## src/rtl/fp_sqrt_sequencer.sv

```systemverilog
// fp_sqrt_sequencer
// State sequencer for the floating-point square-root controller. It produces
// the state code S0..S(4*ITER+2) that the output decoder turns into the
// datapath control word, and handles start/done, stalls, the special-operand
// bypass and the fixed Newton iteration count.
//
// Optional feature: define SQRT_EARLY_EXIT_EN to let the convergence flag
// conv_i end the iteration loop early, from the phase-3 state of any
// iteration except the last one. With the macro undefined, conv_i is ignored
// and every operation runs all ITER iterations.

module fp_sqrt_sequencer #(
    parameter int ITER    = 11,
    parameter int STATE_W = 6
) (
    input  logic               clk_i,
    input  logic               rst_ni,
    input  logic               start_i,
    input  logic               hold_i,
    input  logic               special_i,
    input  logic               conv_i,
    output logic [STATE_W-1:0] CurrentState_o,
    output logic [3:0]         iter_o,
    output logic [1:0]         phase_o,
    output logic               busy_o,
    output logic               done_o
);

    // Named state codes. Iteration states lie between ST_FIRST and ST_LAST.
    // Each iteration has four phases, except the last one, which has three.
    typedef enum logic [STATE_W-1:0] {
        ST_IDLE  = STATE_W'(0),
        ST_LOAD  = STATE_W'(1),
        ST_INIT  = STATE_W'(2),
        ST_FIRST = STATE_W'(3),
        ST_LAST  = STATE_W'(4 * ITER + 1),
        ST_OUT   = STATE_W'(4 * ITER + 2)
    } state_e;

    logic [STATE_W-1:0] r_state;
    logic [STATE_W-1:0] w_nextState;
    logic [STATE_W-1:0] w_offset;
    logic               w_inIter;
    logic               w_earlyExit;

    // Position of the current state within the iteration block. It is only
    // meaningful while w_inIter is high.
    assign w_offset = r_state - STATE_W'(ST_FIRST);
    assign w_inIter = (r_state >= ST_FIRST) && (r_state <= ST_LAST);

`ifdef SQRT_EARLY_EXIT_EN
    // Convergence exit is allowed only from a phase-3 state. The last
    // iteration has no phase 3, so the exit applies to iterations
    // 1..ITER-1.
    assign w_earlyExit = conv_i && w_inIter && (r_state < ST_LAST)
                         && (w_offset[1:0] == 2'd3);
`else
    logic w_unusedConv;
    assign w_unusedConv = conv_i;
    assign w_earlyExit  = 1'b0;
`endif

    // State register: synchronous active-low reset returns to idle from any state.
    always_ff @(posedge clk_i) begin
        if (!rst_ni) begin
            r_state <= ST_IDLE;
        end else begin
            r_state <= w_nextState;
        end
    end

    // Next-state logic. Idle ignores hold, hold freezes every other state,
    // and codes beyond ST_OUT fall back to idle.
    always_comb begin
        w_nextState = r_state;
        if (r_state == ST_IDLE) begin
            w_nextState = start_i ? ST_LOAD : ST_IDLE;
        end else if (hold_i) begin
            w_nextState = r_state;
        end else if (r_state == ST_LOAD) begin
            w_nextState = special_i ? ST_OUT : ST_INIT;
        end else if (r_state == ST_INIT) begin
            w_nextState = ST_FIRST;
        end else if (w_earlyExit) begin
            w_nextState = ST_OUT;
        end else if (w_inIter && (r_state < ST_LAST)) begin
            w_nextState = r_state + STATE_W'(1);
        end else if (r_state == ST_LAST) begin
            w_nextState = ST_OUT;
        end else begin
            w_nextState = ST_IDLE;
        end
    end

    // Output decode. Everything derives from the state register, so the
    // decoder sees a stable code for the whole cycle.
    always_comb begin
        CurrentState_o = r_state;
        iter_o         = 4'd0;
        phase_o        = 2'd0;
        busy_o         = (r_state != ST_IDLE);
        done_o         = (r_state == ST_OUT);
        if (w_inIter) begin
            iter_o  = 4'(w_offset >> 2) + 4'd1;
            phase_o = w_offset[1:0];
        end
    end

endmodule

```

## config.mk

```make
export PLATFORM = sky130hd
export DESIGN_NAME = fp_sqrt_sequencer
export DESIGN_NICKNAME = d
export VERILOG_FILES = /design/src/rtl/fp_sqrt_sequencer.sv
export SDC_FILE = /design/constraint.sdc
export NUM_CORES = 1
export LEC_CHECK = 0
export CAP_MARGIN = 10
export CORE_MARGIN = 2
export CORE_UTILIZATION = 50
export CTS_BUF_LIST = sky130_fd_sc_hd__clkbuf_8
export CTS_CLUSTER_DIAMETER = 30
export DETAILED_ROUTE_END_ITERATION = 10
export PLACE_DENSITY = 0.88
export SLEW_MARGIN = 20
export SYNTH_ARGS = -nofsm -noshare
export SYNTH_HDL_FRONTEND = slang
export SYNTH_SLANG_ARGS = --single-unit
```

## constraint.sdc

```tcl
create_clock -name clk_i -period 2.2 [get_ports clk_i]
set_input_delay 0.44 -clock clk_i [delete_from_list [all_inputs] [get_ports clk_i]]
set_output_delay 0.44 -clock clk_i [all_outputs]
set_load 0.05 [all_outputs]
```

### Word-level counts from Yosys, hierarchy flattened

Index checks and enable logic that the tools add are counted.

* add/sub/neg operators: 3
* order comparisons: 3
* eq/ne operators: 5
* mux-type cells: 10
* reductions and logical operators: 4

Operator list (count)
* two-way mux 6 bit: 7
* == test 6 bit (second input constant): 2
* adder 6 x 1 -> 6 bit (second input constant): 1
* == test 6 x 1 -> 1 bit (second input constant): 1
* == test 6 x 2 -> 1 bit (second input constant): 1
* greater-or-equal comparator 6 x 2 -> 1 bit (second input constant): 1
* <= comparator 6 bit (second input constant): 1
* zero test 6 bit: 1
* less-than comparator 6 bit (second input constant): 1
* nonzero test 6 bit: 1
* subtractor 6 x 2 -> 6 bit (second input constant): 1
* adder 4 x 1 -> 4 bit (second input constant): 1
* two-way mux 4 bit: 1
* logical AND 1 bit: 2
* two-way mux 2 bit: 1
* inequality test 2 x 1 -> 1 bit (second input constant): 1
* two-way mux 1 bit: 1

* bits in registers: 6
* bits of input ports: 6
* output and inout bits: 14

### Logic depth before layout (Yosys ltp)

Gate-level depths: netlist of run 1.

* depth after elaboration: 8
* depth in mapped cells: 8
* gate-level depth less buffers: 7

### Worst setup path after synthesis of run 1

OpenSTA, ideal clock, no wires.

* path kind: reg-to-output
* start: register r_state[0] (netlist: CurrentState_o[0])
* end: output port iter_o[2]
* arrival: 2372 ps
* required time: 1760 ps
* setup slack: -612 ps
* stages on the path, launching flop included: 7
* buffers on the path: 0
* path through: dfxtp_1 > ha_1 > xnor2_1 > ha_1 > xor2_1 > xnor2_1 > nor2_1

* word-level cells in the longest chain between the ends: 3
* elaborated cells between the ends (all ways): 6
* classes of those cells: 2 x add/sub; 2 x order compare; 1 x mux; 1 x reduce/logical

Ends and longest elaborated chain
* start: declaration: RTL line 40 `logic [STATE_W-1:0] r_state;`
* start signal: assignment: RTL line 68 `r_state <= w_nextState;`
* subtractor 6 x 2 -> 6 bit, or another cell as far along: RTL line 48 `assign w_offset = r_state - STATE_W'(ST_FIRST);`
* adder 4 x 1 -> 4 bit or logical AND 1 bit (tied branches): RTL line 104, 49
* two-way mux 4 bit *: RTL line 103 `if (w_inIter) begin`
* end: declaration: RTL line 23 `output logic [3:0] iter_o,`

Mark *: on every way between the ends. The rest lies on a longest branch, timed or not.

### Final worst setup path of run 1

* start: register r_state[0] (netlist: CurrentState_o[0])
* end: output port iter_o[0]

The elaborated chain is that of the path after synthesis.

==> results summary, run 1 <==
STA classifies the critical path endpoint as an output pin. Routability-driven placement finished with a final weighted congestion of 0.926. The maximum clock frequency came out at 432 MHz.

The hold slack is 669 ps. The count of input and output buffers came out at 18. The number of buffers added to fix hold violations after cts came out at 0. Max-cap violations in this run came to 0. The number of different library cells used by synthesis comes to 41. Data on the critical path is required at its endpoint by 1760 ps. The area added between synthesis and finish came out at 62.1%.

The largest driver fanout on the critical path is 7. The global-route usage over all layers came out at 32.6%. Using the TritonRoute via totals, the vias-per-cell ratio works out to 6.87.

The number of antenna violations at the first check in global routing came to 0. The flip-flop count of the largest register after layout is 6. The number of nets produced by synthesis came out at 106.

For this run, the number of Yosys warnings is 0. The final count of pins violating max slew came out at 0. After layout, the worst path uses 105% of the clock period. The measured slew at the worst slew-check pin came out at 510 ps. The worst slew margin relative to its limit came out at 65.9%.

The x dimension of the die is 43.3 um. The cell count after synthesis came out at 94. The average footprint of a synthesized cell came out at 8.23 um^2.

The tightest min-delay check is of the flip-flop to flip-flop type. The number of iterations in the first detailed-routing pass is 5. The number of vias after detailed routing came out at 982. The checks that failed: setup timing. The power density normalized to cell area came out at 572 nW/um^2. The number of sinks driven by the clock tree came out at 6. The instance area at placement came out at 1030 um^2. The HPWL after detailed placement is 1.57 mm. The share of layout cells above drive strength 1 came out at 48.0%.

The worst setup margin came out at -113 ps. The maximum level of the CTS H-tree is 1. The number of nets in the layout came out at 140. The count of nets left with antenna violations once routing finished came out at 0. The die covers 1880 um^2. The register-to-register path setup slack came out at 110 ps.

The minimum period implied by the final worst setup slack is 2310 ps. Cells fill 85.2% of the core in the end. After floorplanning, the core was divided into 14 placement rows.

The sequential-to-total area share from yosys stat is 15.5%. The arrival time reported for the critical path endpoint came out at 1870 ps. The finished cells cover 1250 um^2. The insertion delay to the later sink of the worst-skew pair is 230 ps. Summed over all layers, the global routing overflow is 0. The area of the core came out at 1470 um^2.

Setup repair after global routing could not meet its margin everywhere. The pin count of the biggest net entering global routing is 13. The via count of the first global-routing pass was 895. Wires add up to 3.12 mm. The largest voltage drop on the vdd net is 407 uV. The number of synthesized flops with an enable pin is 0.

The longest clock path from root to sink contains 2 buffers. The leakage power came out at 0.000494 uW. The count of endpoints failing setup in the final report came out at 6.

The clock-pin slew of the registers on the worst-case setup and hold paths came out at 50 ps. The clock tree root buffer cell is clkbuf_8. The number of top-level design ports came out at 20.

The critical path is of the flip-flop to output pin type. The first-pass GRT wire length came out at 4.48 mm. The proportion of synthesized flip-flops having asynchronous set or reset came out at 0%. Clock tree synthesis inserted a total of 3 buffers. The run finished, with violations left. TritonCTS built the clock tree. The floorplan step set the die height to 43.3 um.

The detail-routed net length per standard cell is 21.8 um. The number of failing hold endpoints at the final stage was 0. In this run the cell area of the synthesized design comes to 773 um^2. The starting DRC count in detailed routing is 102. After synthesis the netlist holds a flip-flop and latch count of 6. STA classifies the critical path startpoint as a flip-flop. In the synthesized netlist the dominant register cell turns out to be dfxtp_1. The setup clock skew after layout came out at 13.4 ps. In the routed design, unresolved DRC markers number 0. The number of inserted diodes came out at 0. For this configuration, the core starts out at a cell density of 52.6%.
==> layout by cell type, fill, tap and decap left out, types with 3 or more instances in the layout <==
cell             count
clkdlybuf4s50_1      7
o211ai_1             3
a21oi_1              3
a32oi_1              3
dfxtp_4              3
buf_6                3
ha_4                 3
a31oi_1              3
clkbuf_8             3
nand3_1              5
nand2_1              7
o21ai_0              6
buf_12               4
buf_4               22
==> report_power, final <==
group	leakage [uW]	switching, uW	total (uW)	internal (uW)
Sequential	0.0000519	24.2	140	116
Clock	0.0000269	56.0	177	121
Combinational	0.000415	226	401	175
==> layer usage <==
| layer | vias up | GRT usage, % | share of wire (%) |
|---|---|---|---|
| met2 | 92 | 51.6 | 46 |
| met3 | 28 | 9.36 | 13 |
| met4 | 0 | 13.9 | 5.0 |
| met5 | - | 0 | 0 |
| li1 | 417 | - | - |
| met1 | 445 | 41.2 | 36 |
==> stage by stage <==
step	total power (uW)	setup TNS [ps]	std cells	setup slack, ps
finish	718	-590	143	-113
CTS	673	-12.8	142	-12.2
global placement	440	0	131	138
detailed placement	448	0	131	36.3
floorplan	354	-89.1	94	-35.6
global route	745	-906	143	-167
==> Yosys cell counts, types with 2 or more instances <==
master,count,area (um^2)
nand2_1,7,26.3
dfxtp_1,6,120
ha_1,6,75.1
o21ai_0,6,30.0
a21oi_1,5,25.0
nand3_1,5,25.0
nor2_1,5,18.8
nor2b_1,4,25.0
a31oi_1,3,18.8
a32oi_1,3,26.3
buf_6,3,33.8
inv_1,3,11.3
o211ai_1,3,22.5
and4b_1,2,20.0
buf_2,2,10.0
mux2i_1,2,20.0
nor3_1,2,10.0
o31ai_1,2,15.0
xnor2_1,2,17.5
xor2_1,2,17.5
==> logic make-up (layout without fill, tap and decap cells) <==
kind of cell / Yosys count / after routing / share of synthesized area (%)
DFF: 6 / 6 / 15.5
muxes: 2 / 2 / 2.59
buffers and inverters: 10 / 43 / 8.74
adders and majority gates: 6 / 6 / 9.71
and+or+nand+nor: 35 / 35 / 28.6
xor gates and xnor gates: 4 / 4 / 4.53
AOI/OAI and AO/OA: 31 / 31 / 30.3
==> final timing paths <==
path                                  start                        endpoint  depth (start not counted)
max          CurrentState_o[0]$_SDFFE_PN0P_                       iter_o[0]                          8
min reg2reg  CurrentState_o[3]$_SDFFE_PN0P_  CurrentState_o[3]$_SDFFE_PN0P_                          2
min          CurrentState_o[3]$_SDFFE_PN0P_  CurrentState_o[3]$_SDFFE_PN0P_                          2
max reg2reg  CurrentState_o[0]$_SDFFE_PN0P_  CurrentState_o[5]$_SDFFE_PN0P_                          8
==> area by class of cell <==
cell class | count | area [um^2]
Clock buffer | 3 | 41.3
Clock inverter | 1 | 3.75
Fill cell | 75 | 218
Inverter | 3 | 13.8
Multi-Input combinational cell | 78 | 692
Sequential cell | 6 | 134
Tap cell | 16 | 20.0
Timing Repair Buffer | 36 | 349
==> critical path, stage by stage, from the launching register on <==
cell and delay [ps]:
dfxtp_4 400, ha_4 200, buf_4 140, nor2_1 230, nand2_2 120, a21oi_4 180, buf_12 150, nor2_2 30
buf_4 180
==> timing repair <==
| item | in CTS | in global routing |
|---|---|---|
| cloned | 0 | 0 |
| gates resized for setup | 14 | 10 |
| buffers inserted | 7 | 1 |
| pin swaps | 3 | 6 |
| setup endpoints to repair | 6 | 6 |
Power figures use the tool's default switching activity.
==> run 2, diff against run 1 <==
--- a/constraint.sdc
+++ b/constraint.sdc
@@ -3,2 +3,2 @@
 set_output_delay 0.44 -clock clk_i [all_outputs]
-set_load 0.05 [all_outputs]
+set_load 0.005 [all_outputs]
==> results summary, run 2 (same netlist as run 1, synthesis figures left out) <==
The flow ran to the end, but the final reports show violations. The final reports fail on setup timing. The starting DRC count in detailed routing came out at 80 (-22%). The number of vias after detailed routing came out at 1,080 (+10%). The total die area is 1880 um^2 (unchanged). The number of placed instances with taps included came out at 145 (+11%). On the critical path, the stage with the largest delay is an instance of dfxtp_4. The largest voltage drop on the vdd net is 395 uV (-2.8%). The measured slew at the worst slew-check pin is 428 ps (-81.9 ps). The final cell count without fillers is 157 (+9.8%).

The total clock buffers created by CTS is 3 (unchanged). The number of buffers added to fix hold violations after cts is 0 (unchanged). The endpoint of the worst hold-timing path is CurrentState_o[4]$_SDFFE_PN0P_. The area of the core came to 1470 um^2 (unchanged). The total wire length after detailed routing is 3.46 mm (+11%). The number of top-level design ports is 20 (unchanged).

The insertion delay to the later sink of the worst-skew pair is 230 ps (about the same). The number of sinks driven by the clock tree came out at 6 (unchanged). The number of placement rows is 14 (unchanged). The final count of pins violating max slew was 0 (unchanged). The worst setup path is captured at an output pin. The clock tree buffer depth came out at 2 (unchanged). The register-to-register path setup slack is 180 ps (+70 ps). The vertical die dimension is 43.3 um (unchanged). The area added between synthesis and finish is 69.7%. TritonCTS built the clock tree. The x dimension of the die came out at 43.3 um (unchanged).

The global-route usage over all layers came out at 36.6% (+3.9 points). The maximum clock frequency came out at 445 MHz (+3.0%). The arrival time reported for the critical path endpoint is 1810 ps (-60 ps). The number of nets in the layout came out at 155 (+11%).

The number of inserted diodes is 0 (unchanged). The first-pass GRT wire length came to 5.07 mm (+13%). The worst slew margin relative to its limit came out at 71.1% (+5.2 points). The total overflow reported by the global router came out at 0 (unchanged). The number of iterations in the first detailed-routing pass is 4 (-1). The clock-pin slew of the registers on the worst-case setup and hold paths is 40 ps (about the same). The number of fillers in the final layout was 62 (-17%). STA classifies the critical path startpoint as a flip-flop. The signal on the critical path passes through inv_4, ha_4, and3b_2, o21ai_4, a21oi_4, buf_6, nor2b_1, buf_2. The vias per cell is 6.88 (+0.17%). The leakage power is 0.000545 uW (+10%). The power density normalized to cell area came to 505 nW/um^2 (-12%). The detail-routed net length per standard cell is 22.0 um (+0.95%). Setup repair after global routing could not meet its margin everywhere. The setup clock skew after layout came out at 1.15 ps (-12.2 ps).

The startpoint of the worst-slack reg-to-reg timing path is CurrentState_o[1]$_SDFFE_PN0P_. In this run the clock root is driven by a clkbuf_8. The pin count of the biggest net entering global routing came to 13 (unchanged). The share of layout cells above drive strength 1 came out at 48.9% (+0.90 points). The delay contributed by the slowest stage of the critical path came out at 420 ps (+20 ps). The top cell types in the final layout, fill and taps aside, are buf_4 (29), clkdlybuf4s50_1 (11), nand2_1 (7). The worst hold path class is flip-flop to flip-flop. The library cell used most frequently in the layout, excluding fill and tap cells, is buf_4. The depth of the worst register-to-register path came out at 10 (+2). The worst setup margin is -45.2 ps (+67.7 ps).

The number of failing hold endpoints at the final stage is 0 (unchanged). The via count of the first global-routing pass came out at 987 (+10%). The detailed placement HPWL came to 1.74 mm (+10%).

The cell count of the worst hold path came to 2 (unchanged). The minimum period implied by the final worst setup slack came to 2250 ps (-67.7 ps). The hold slack was 768 ps (+99.2 ps).

The capturing point of the worst reg2reg path is CurrentState_o[1]$_SDFFE_PN0P_. The required arrival time at the worst endpoint is 1760 ps (about the same). The critical path class is flip-flop to output pin. The number of antenna violations at the first check in global routing is 0 (unchanged). The largest driver fanout on the critical path is 6 (-1). The final routed DRC violation total came out at 0 (unchanged).

The fraction of the cycle the final worst path needs is 102% (-3.1 points). The count of input and output buffers is 18 (unchanged). The number of nets with antenna violations after routing is 0 (unchanged). The pre-CTS setup slack came out at -192 ps (-228 ps).

The worst hold path begins at CurrentState_o[4]$_SDFFE_PN0P_. The count of endpoints failing setup in the final report came out at 3 (-3). The number of max-cap violations came to 0 (unchanged). The starting density of the core came out at 52.6% (unchanged). The last weighted congestion value of the routability-driven placer came out at 0.972 (+5.0%). The flip-flop count of the largest register after layout came out at 6 (unchanged).

The maximum level of the CTS H-tree is 1 (unchanged).
## run 2: worst max-delay path by stage
stage                                         from         end  depth (start not counted)
floorplan           CurrentState_o[0]$_SDFFE_PN0P_   iter_o[2]                          7
global placement    CurrentState_o[0]$_SDFFE_PN0P_  phase_o[1]                          7
detailed placement  CurrentState_o[0]$_SDFFE_PN0P_   iter_o[2]                          7
CTS                 CurrentState_o[0]$_SDFFE_PN0P_   iter_o[2]                          7
global route        CurrentState_o[0]$_SDFFE_PN0P_  phase_o[1]                          8
finish              CurrentState_o[1]$_SDFFE_PN0P_   iter_o[1]                          8
## run 2: area by class of cell
type                            instances  area (um^2)  area share [%]
Clock buffer                            3         41.3            3.15
Timing Repair Buffer                   51          420            32.0
Multi-Input combinational cell         78          681            51.9
Sequential cell                         6          134            10.2
Tap cell                               16         20.0            1.53
Inverter                                3         16.3            1.24
## run 2: critical path, delay by kind of cell (launching register included)
kind | cells | cell delay, ps
and+or+nand+nor | 2 | 310
AOI/OAI and AO/OA | 2 | 340
adders and majority gates | 1 | 170
buffers and inverters | 3 | 340
DFF | 1 | 420
## run 2: metal layers
| layer | global-route usage, % | wire, um |
|---|---|---|
| met5 | 0 | 0 |
| met4 | 15.8 | 216 |
| met3 | 9.36 | 385 |
| met1 | 46.9 | 1290 |
| met2 | 57.6 | 1560 |
## run 2: metrics by stage
stage	cell area (um^2)	util, %	power [uW]	TNS, ps
2_1_floorplan	773	-	275	0
3_3_place_gp	1100	74.6	378	-558
3_5_place_dp	1100	74.6	388	-937
4_1_cts	1240	84.4	600	-7.88
5_1_grt	1310	89.2	676	-207
6_report	1310	89.2	663	-111
## run 2: what timing repair did
item	in CTS	in global routing
endpoints found under the setup margin	8	8
pin swaps	4	8
gates resized for setup	38	19
buffers inserted	5	5
## run 2: power breakdown
part,internal [uW],switching (uW)
Sequential,115,22.2
Combinational,178,171
Clock,119,57.6
